$ cat src/rtl/execute_stage.sv
// -----------------------------------------------------------------------------
// execute_stage
//
// Y86-64 execute stage. Holds the E pipeline register (loaded from decode),
// computes the ALU result e_valE, owns the {ZF,SF,OF} condition-code register
// and evaluates the jXX/cmovXX condition e_Cnd.
//
// Ports
//   clk_i, rst_i          clock (rising edge) and asynchronous active-high reset
//   execute_stall_i       hold the E register (and the CC register)
//   execute_bubble_i      load a nop bubble into E (stall has priority)
//   set_cc_block_i        an older instruction faulted; suppress the CC update
//   d_*_i                 decode-stage outputs feeding the E register
//   E_*_o                 registered fields passed on to memory / hazard unit
//   e_valE_o              ALU result (combinational)
//   e_dstE_o              effective destination, RNONE for a not-taken cmov
//   e_Cnd_o               condition result, using the CC before this instruction
//   cc_o                  current {ZF,SF,OF}
// -----------------------------------------------------------------------------
module execute_stage #(
  parameter logic [2:0]  CC_RESET   = 3'b100,
  parameter logic [63:0] STACK_STEP = 64'd8
) (
  input  logic        clk_i,
  input  logic        rst_i,
  input  logic        execute_stall_i,
  input  logic        execute_bubble_i,
  input  logic        set_cc_block_i,
  input  logic [3:0]  d_icode_i,
  input  logic [3:0]  d_ifun_i,
  input  logic [2:0]  d_stat_i,
  input  logic [63:0] d_valC_i,
  input  logic [63:0] d_valA_i,
  input  logic [63:0] d_valB_i,
  input  logic [3:0]  d_dstE_i,
  input  logic [3:0]  d_dstM_i,
  input  logic [3:0]  d_srcA_i,
  input  logic [3:0]  d_srcB_i,
  output logic [3:0]  E_icode_o,
  output logic [2:0]  E_stat_o,
  output logic [63:0] E_valA_o,
  output logic [3:0]  E_dstM_o,
  output logic [3:0]  E_srcA_o,
  output logic [3:0]  E_srcB_o,
  output logic [63:0] e_valE_o,
  output logic [3:0]  e_dstE_o,
  output logic        e_Cnd_o,
  output logic [2:0]  cc_o
);

  // Instruction codes used by this stage
  localparam logic [3:0] INOP    = 4'h1;
  localparam logic [3:0] IRRMOVQ = 4'h2;
  localparam logic [3:0] IIRMOVQ = 4'h3;
  localparam logic [3:0] IRMMOVQ = 4'h4;
  localparam logic [3:0] IMRMOVQ = 4'h5;
  localparam logic [3:0] IOPQ    = 4'h6;
  localparam logic [3:0] ICALL   = 4'h8;
  localparam logic [3:0] IRET    = 4'h9;
  localparam logic [3:0] IPUSHQ  = 4'hA;
  localparam logic [3:0] IPOPQ   = 4'hB;

  localparam logic [3:0] RNONE   = 4'hF;
  localparam logic [2:0] SAOK    = 3'd1;

  // ALU function codes
  localparam logic [3:0] ALUADD  = 4'h0;
  localparam logic [3:0] ALUSUB  = 4'h1;
  localparam logic [3:0] ALUAND  = 4'h2;
  localparam logic [3:0] ALUXOR  = 4'h3;

  // ---------------------------------------------------------------------------
  // E pipeline register
  // ---------------------------------------------------------------------------
  logic [3:0]  r_E_icode;
  logic [3:0]  r_E_ifun;
  logic [2:0]  r_E_stat;
  logic [63:0] r_E_valC;
  logic [63:0] r_E_valA;
  logic [63:0] r_E_valB;
  logic [3:0]  r_E_dstE;
  logic [3:0]  r_E_dstM;
  logic [3:0]  r_E_srcA;
  logic [3:0]  r_E_srcB;

  always_ff @(posedge clk_i or posedge rst_i) begin
    if (rst_i) begin
      r_E_icode <= INOP;
      r_E_ifun  <= 4'h0;
      r_E_stat  <= SAOK;
      r_E_valC  <= 64'd0;
      r_E_valA  <= 64'd0;
      r_E_valB  <= 64'd0;
      r_E_dstE  <= RNONE;
      r_E_dstM  <= RNONE;
      r_E_srcA  <= RNONE;
      r_E_srcB  <= RNONE;
    end else if (execute_stall_i) begin
      // Stall dominates bubble: keep the current instruction in E.
      r_E_icode <= r_E_icode;
    end else if (execute_bubble_i) begin
      r_E_icode <= INOP;
      r_E_ifun  <= 4'h0;
      r_E_stat  <= SAOK;
      r_E_valC  <= 64'd0;
      r_E_valA  <= 64'd0;
      r_E_valB  <= 64'd0;
      r_E_dstE  <= RNONE;
      r_E_dstM  <= RNONE;
      r_E_srcA  <= RNONE;
      r_E_srcB  <= RNONE;
    end else begin
      r_E_icode <= d_icode_i;
      r_E_ifun  <= d_ifun_i;
      r_E_stat  <= d_stat_i;
      r_E_valC  <= d_valC_i;
      r_E_valA  <= d_valA_i;
      r_E_valB  <= d_valB_i;
      r_E_dstE  <= d_dstE_i;
      r_E_dstM  <= d_dstM_i;
      r_E_srcA  <= d_srcA_i;
      r_E_srcB  <= d_srcB_i;
    end
  end

  // ---------------------------------------------------------------------------
  // ALU operand selection
  // ---------------------------------------------------------------------------
  logic [63:0] w_alu_a;
  logic [63:0] w_alu_b;
  logic [3:0]  w_alu_fun;

  always_comb begin
    w_alu_a = 64'd0;
    unique case (r_E_icode)
      IRRMOVQ, IOPQ:            w_alu_a = r_E_valA;
      IIRMOVQ, IRMMOVQ, IMRMOVQ: w_alu_a = r_E_valC;
      ICALL, IPUSHQ:            w_alu_a = -STACK_STEP;
      IRET, IPOPQ:              w_alu_a = STACK_STEP;
      default:                  w_alu_a = 64'd0;
    endcase
  end

  always_comb begin
    w_alu_b = 64'd0;
    unique case (r_E_icode)
      IRMMOVQ, IMRMOVQ, IOPQ, ICALL, IPUSHQ, IRET, IPOPQ: w_alu_b = r_E_valB;
      default:                                           w_alu_b = 64'd0;
    endcase
  end

  assign w_alu_fun = (r_E_icode == IOPQ) ? r_E_ifun : ALUADD;

  // ---------------------------------------------------------------------------
  // ALU and flag generation
  // ---------------------------------------------------------------------------
  logic [63:0] w_alu_res;
  logic        w_alu_of;

  always_comb begin
    w_alu_res = 64'd0;
    w_alu_of  = 1'b0;
    unique case (w_alu_fun)
      ALUSUB: begin
        w_alu_res = w_alu_b - w_alu_a;
        // Signed overflow on B-A: operands differ in sign and the result
        // sign no longer matches the minuend.
        w_alu_of  = (w_alu_a[63] != w_alu_b[63]) && (w_alu_res[63] != w_alu_b[63]);
      end
      ALUAND: begin
        w_alu_res = w_alu_b & w_alu_a;
        w_alu_of  = 1'b0;
      end
      ALUXOR: begin
        w_alu_res = w_alu_b ^ w_alu_a;
        w_alu_of  = 1'b0;
      end
      default: begin
        // ADD, and any undefined function code falls back to ADD.
        w_alu_res = w_alu_b + w_alu_a;
        w_alu_of  = (w_alu_a[63] == w_alu_b[63]) && (w_alu_res[63] != w_alu_a[63]);
      end
    endcase
  end

  logic [2:0] w_cc_next;
  assign w_cc_next = {(w_alu_res == 64'd0), w_alu_res[63], w_alu_of};

  // ---------------------------------------------------------------------------
  // Condition-code register
  // ---------------------------------------------------------------------------
  logic [2:0] r_cc;
  logic       w_cc_write;

  // Only an OPQ that actually leaves E this edge may update CC, and not when
  // an older instruction has faulted further down the pipe.
  assign w_cc_write = !execute_stall_i && (r_E_icode == IOPQ) && !set_cc_block_i;

  always_ff @(posedge clk_i or posedge rst_i) begin
    if (rst_i) begin
      r_cc <= CC_RESET;
    end else if (w_cc_write) begin
      r_cc <= w_cc_next;
    end
  end

  // ---------------------------------------------------------------------------
  // Condition evaluation (uses the CC as it was before this instruction)
  // ---------------------------------------------------------------------------
  logic w_zf;
  logic w_sf;
  logic w_of;
  logic w_cnd;

  assign w_zf = r_cc[2];
  assign w_sf = r_cc[1];
  assign w_of = r_cc[0];

  always_comb begin
    w_cnd = 1'b0;
    unique case (r_E_ifun)
      4'h0:    w_cnd = 1'b1;
      4'h1:    w_cnd = (w_sf ^ w_of) | w_zf;
      4'h2:    w_cnd = w_sf ^ w_of;
      4'h3:    w_cnd = w_zf;
      4'h4:    w_cnd = !w_zf;
      4'h5:    w_cnd = !(w_sf ^ w_of);
      4'h6:    w_cnd = !(w_sf ^ w_of) && !w_zf;
      default: w_cnd = 1'b0;
    endcase
  end

  // ---------------------------------------------------------------------------
  // Outputs
  // ---------------------------------------------------------------------------
  assign E_icode_o = r_E_icode;
  assign E_stat_o  = r_E_stat;
  assign E_valA_o  = r_E_valA;
  assign E_dstM_o  = r_E_dstM;
  assign E_srcA_o  = r_E_srcA;
  assign E_srcB_o  = r_E_srcB;

  assign e_valE_o  = w_alu_res;
  assign e_Cnd_o   = w_cnd;
  // A cmov whose condition fails still flows down the pipe but writes nothing.
  assign e_dstE_o  = ((r_E_icode == IRRMOVQ) && !w_cnd) ? RNONE : r_E_dstE;
  assign cc_o      = r_cc;

endmodule

$ cat config.mk
export PLATFORM = sky130hd
export DESIGN_NAME = execute_stage
export DESIGN_NICKNAME = d
export VERILOG_FILES = /design/src/rtl/execute_stage.sv
export SDC_FILE = /design/constraint.sdc
export NUM_CORES = 1
export LEC_CHECK = 0
export CAP_MARGIN = 10
export CORE_MARGIN = 3
export CORE_UTILIZATION = 34
export DETAILED_ROUTE_END_ITERATION = 12
export HOLD_SLACK_MARGIN = 0.03
export PLACE_DENSITY = 0.54
export SYNTH_ARGS = -nofsm -noshare
export SYNTH_HDL_FRONTEND = slang
export SYNTH_SLANG_ARGS = --single-unit
$ cat constraint.sdc
create_clock -name clk_i -period 8.1 [get_ports clk_i]
set_input_delay 1.62 -clock clk_i [delete_from_list [all_inputs] [get_ports clk_i]]
set_output_delay 1.62 -clock clk_i [all_outputs]
set_load 0.01 [all_outputs]
==> flow_metrics.py <==
metrics = {
    "yosys": {
        "async_flop_share_pct": 100.0,
        "syn_inst": 2413,
        "cell_variety_after_synth": 104,
        "post_synth_main_area_contributors": "sky130_fd_sc_hd__dfrtp_1 (25%), sky130_fd_sc_hd__a22o_1 (8.9%), sky130_fd_sc_hd__ha_1 (8.0%), sky130_fd_sc_hd__a21oi_1 (5.2%), sky130_fd_sc_hd__a221o_1 (3.4%)",
        "ys_warn_count": 0,
        "yosysTopAreaCellShare_pct": 25.41,
        "synthesis.area_per_instance_um2": 8.284,
        "postSynth.topFlopCell": "sky130_fd_sc_hd__dfrtp_1",
        "synth.ff_latch_count": 222,
        "ys_seq_area_share_pct": 27.91,
        "synth_nets": 2767,
        "synth.largest_area_cell": "sky130_fd_sc_hd__dfrtp_1",
        "synthMostInstantiatedCell": "sky130_fd_sc_hd__a21oi_1",
        "number_of_synthesized_flops_with_an_enable_pin": 0,
        "yosys-top-cells-count": "sky130_fd_sc_hd__a21oi_1 (206), sky130_fd_sc_hd__a22o_1 (204), sky130_fd_sc_hd__dfrtp_1 (203), sky130_fd_sc_hd__nor2_1 (170), sky130_fd_sc_hd__clkbuf_1 (151)",
        "mappedNetlistArea_um2": 19990,
    },
    "routing": {
        "routed-via-count": 22110,
        "initialDrtViolationCount": 2685,
        "totalWireLength_um": 102600,
        "drt_drc_violations_left": 0,
        "detail_route.vias_per_cell": 6.242,
        "detail_route.wl_per_cell_um": 28.96,
        "dr.pass1.iters": 6,
        "antenna_violating_nets_post_route": 0,
    },
    "finish": {
        "share_of_final_layout_standard_cells_stronger_than_drive_strength_1_pct": 10.00,
        "finalCoreUtilization_pct": 44.78,
        "num-nets-final": 3109,
        "p_r_area_growth_vs_syn_pct": 29.74,
        "multiInputGateArea_um2": 13180,
        "register_area_um2": 5582,
        "fin_cells": 3542,
        "fill_count": 5876,
    },
    "timing": {
        "finalSetupViolations": 0,
        "slew-limit-headroom_pct": 19.84,
        "timing.fmax_mhz": 124.6,
        "layout_min_cycle_time_ps": 8024,
        "timing.final.ws_setup_ps": 75.90,
        "maxSlewViolCount": 0,
        "finalCritPeriodShare_pct": 99.06,
        "fin_worst_hold_slack_ps": 486.8,
        "worst_slew_pin_slew_ps": 1200,
        "hold_viol_final": 0,
        "worst_clock_skew_ps": 14.50,
    },
    "global_route": {
        "gr-total-overflow": 0,
        "grt_max_degree": 155,
        "number_of_global_route_vias_before_repair": 21120,
        "initial_antenna_violation_count": 8,
        "wire_length_of_the_first_global_routing_pass_um": 148100,
        "track_usage_pct": 31.58,
    },
    "floorplan": {
        "initial_utilization_pct": 34.52,
        "placementRows": 88,
        "die_h_um": 248.5,
        "area_of_the_core_um2": 57920,
        "die_area_um2": 61740,
        "fp.dieW_um": 248.5,
        "io-pin-count": 379,
    },
    "clock_network": {
        "worstSkewPairLatency_ps": 530,
        "cts-hold-fix-buffers": 0,
        "cts_num_sinks": 222,
        "cts.root.buffer_cell": "sky130_fd_sc_hd__clkbuf_16",
        "clk_transition_reported_paths_ps": 60,
        "cts.path.max_buffers": 3,
        "tritoncts_clock_tree": "done",
        "tritoncts.num_buffers": 24,
        "clock_tree.htree_level_count": 1,
    },
    "power": {
        "power_per_cell_area_nw_per_um2": 177.4,
        "vdd.ir_drop.worst_v": 0.0001509,
        "static-leakage-power_nw": 10.61,
    },
    "setup_path": {
        "slowest_delay_ps": 700,
        "worst-endpoint-arrival_ps": 6400,
        "cpMaxStageDelayCell": "sky130_fd_sc_hd__o21ai_0",
        "end_kind": "output pin",
        "timing_worst_setup_path_type": "register to output pin",
        "critical_path.max_fanout": 12,
        "worst_endpoint_required_time_ps": 6480,
        "ordered_cell_list_for_the_critical_path": "nor2b_1 -> nor2b_2 -> a221o_1 -> ha_1 -> buf_4 -> inv_1 -> a21oi_1 -> o31ai_1 -> a21oi_1 -> and2_1 -> o21ai_0 -> a31oi_1 -> o2111ai_1 -> xnor2_1 -> o21ai_0 -> clkdlybuf4s50_1",
        "critical_path.startpoint_type": "register",
    },
    "placement": {
        "place_hpwl_um": 81060,
        "placed_cells": 3485,
        "gp_congestion": 1.011,
        "setup_ws_pre_cts_ps": 260.6,
        "io_buffers": 378,
    },
    "job": {
        "maxCapViolCount": 0,
    },
    "min_path": {
        "hold_class": "register to register",
    },
    "status": {
        "outcome": "finished, final reports clean",
    },
}
-- layout make-up --
class / count / share of cell area [%]
Tap cell: 765 / 3.691
Timing Repair Buffer: 502 / 18.52
Sequential cell: 222 / 21.52
Clock buffer: 32 / 2.668
Antenna cell: 7 / 0.06754
Clock inverter: 9 / 0.5114
Multi-Input combinational cell: 1854 / 50.81
Inverter: 151 / 2.214
-- per-layer routing --
layer  vias up  global-route usage (%)  part of all wire (%)
li1       9818                       -                     -
met1     10860                   46.47                    45
met2      1262                   43.66                    40
met3       166                   10.58                    12
met4         6                   8.354                   2.9
met5         -                       0                 0.040
-- flip-flops by register name, indices dropped and copies added, names as in the netlist --
| register | flops |
|---|---|
| cc_o | 3 |
| r_E_valC | 64 |
| r_E_valB | 64 |
| r_E_dstE | 4 |
| r_E_ifun | 4 |
| E_icode_o | 4 |
| E_dstM_o | 4 |
| E_stat_o | 3 |
| E_valA_o | 64 |
| E_srcB_o | 4 |
| E_srcA_o | 4 |
-- through the flow --
step	cell area [µm²]	power [mW]	TNS (ps)
2_1_floorplan	19990	2.422	0
3_3_place_gp	24930	3.386	0
3_5_place_dp	24930	3.373	0
4_1_cts	25790	4.551	0
5_1_grt	25930	4.814	-13.71
6_report	25930	4.600	0
-- power breakdown --
part	switching (mW)	internal [mW]
sequential	0.0781	1.20
clock	0.452	0.695
combinational	1.29	0.886
-- worst max-delay path: cells and delay by family, from the launching register on --
kind | cells | cell delay [ps]
flip-flops | 1 | 550
XOR/XNOR | 1 | 90
adder cells (fa/ha/maj) | 1 | 340
AO/OA/AOI/OAI | 8 | 2760
buffers and inverters | 3 | 970
AND/OR/NAND/NOR | 3 | 1160
-- cell usage in the layout (no fill, tap or decap), types with 10 or more instances in the layout --
master,instances
sky130_fd_sc_hd__clkdlybuf4s50_1,377
sky130_fd_sc_hd__a22o_1,204
sky130_fd_sc_hd__a21oi_1,203
sky130_fd_sc_hd__dfrtp_1,201
sky130_fd_sc_hd__nor2_1,166
sky130_fd_sc_hd__nand2_1,147
sky130_fd_sc_hd__inv_1,147
sky130_fd_sc_hd__ha_1,124
sky130_fd_sc_hd__o21ai_0,123
sky130_fd_sc_hd__buf_4,117
sky130_fd_sc_hd__nor2b_1,87
sky130_fd_sc_hd__a221o_1,66
sky130_fd_sc_hd__nor3_1,44
sky130_fd_sc_hd__mux2i_1,43
sky130_fd_sc_hd__nand4_1,41
sky130_fd_sc_hd__xnor2_1,40
sky130_fd_sc_hd__nor4_1,39
sky130_fd_sc_hd__o31ai_1,38
sky130_fd_sc_hd__nand2b_1,29
sky130_fd_sc_hd__nand3_1,28
sky130_fd_sc_hd__a21o_1,26
sky130_fd_sc_hd__clkbuf_16,25
sky130_fd_sc_hd__o21bai_1,23
sky130_fd_sc_hd__o211ai_1,23
sky130_fd_sc_hd__a221oi_1,22
sky130_fd_sc_hd__a211oi_1,22
sky130_fd_sc_hd__dfstp_2,19
sky130_fd_sc_hd__a31oi_1,18
sky130_fd_sc_hd__and3_1,17
sky130_fd_sc_hd__o22ai_1,17
sky130_fd_sc_hd__mux2_2,13
sky130_fd_sc_hd__o21a_1,12
sky130_fd_sc_hd__o221ai_1,12
sky130_fd_sc_hd__or3_1,10
-- what timing repair did --
item / CTS / global route
setup buffers: 0 / 8
pin swaps: 0 / 5
resized for setup: 9 / 14
gates cloned: 0 / 1
endpoints found under the setup margin: 10 / 20
-- path summary, 6_finish.rpt --
path	start	end	slack, ps	depth (start not counted)
worst max-delay path	E_icode_o[3]$_DFFE_PP0N_	e_valE_o[59]	80	16
worst max register to register	E_icode_o[0]$_DFFE_PP1N_	cc_o[2]$_DFFE_PP1P_	1190	23
worst min-delay path	E_srcA_o[1]$_DFFE_PP1N_	E_srcA_o[1]$_DFFE_PP1N_	490	2
max in group asynchronous	rst_i	E_icode_o[1]$_DFFE_PP0N_	5100	3
worst min register to register	E_srcA_o[1]$_DFFE_PP1N_	E_srcA_o[1]$_DFFE_PP1N_	490	2
min in group asynchronous	rst_i	E_valA_o[51]$_DFFE_PP0N_	1590	2
-- kinds of logic (layout without fill, tap and decap cells) --
logic type                 count (synthesis)  in the layout  synth area share (%)
DFF                                      222            222                 27.91
xor gates and xnor gates                  44             44                 1.928
muxes                                     56             56                 2.885
adders and majority gates                131            131                 8.262
and+or+nand+nor                          684            685                 17.78
AOI/OAI and AO/OA                        938            938                 34.28
buffers and inverters                    338            694                 6.960
other                                      0              7                     0
Power figures use the tool's default switching activity.
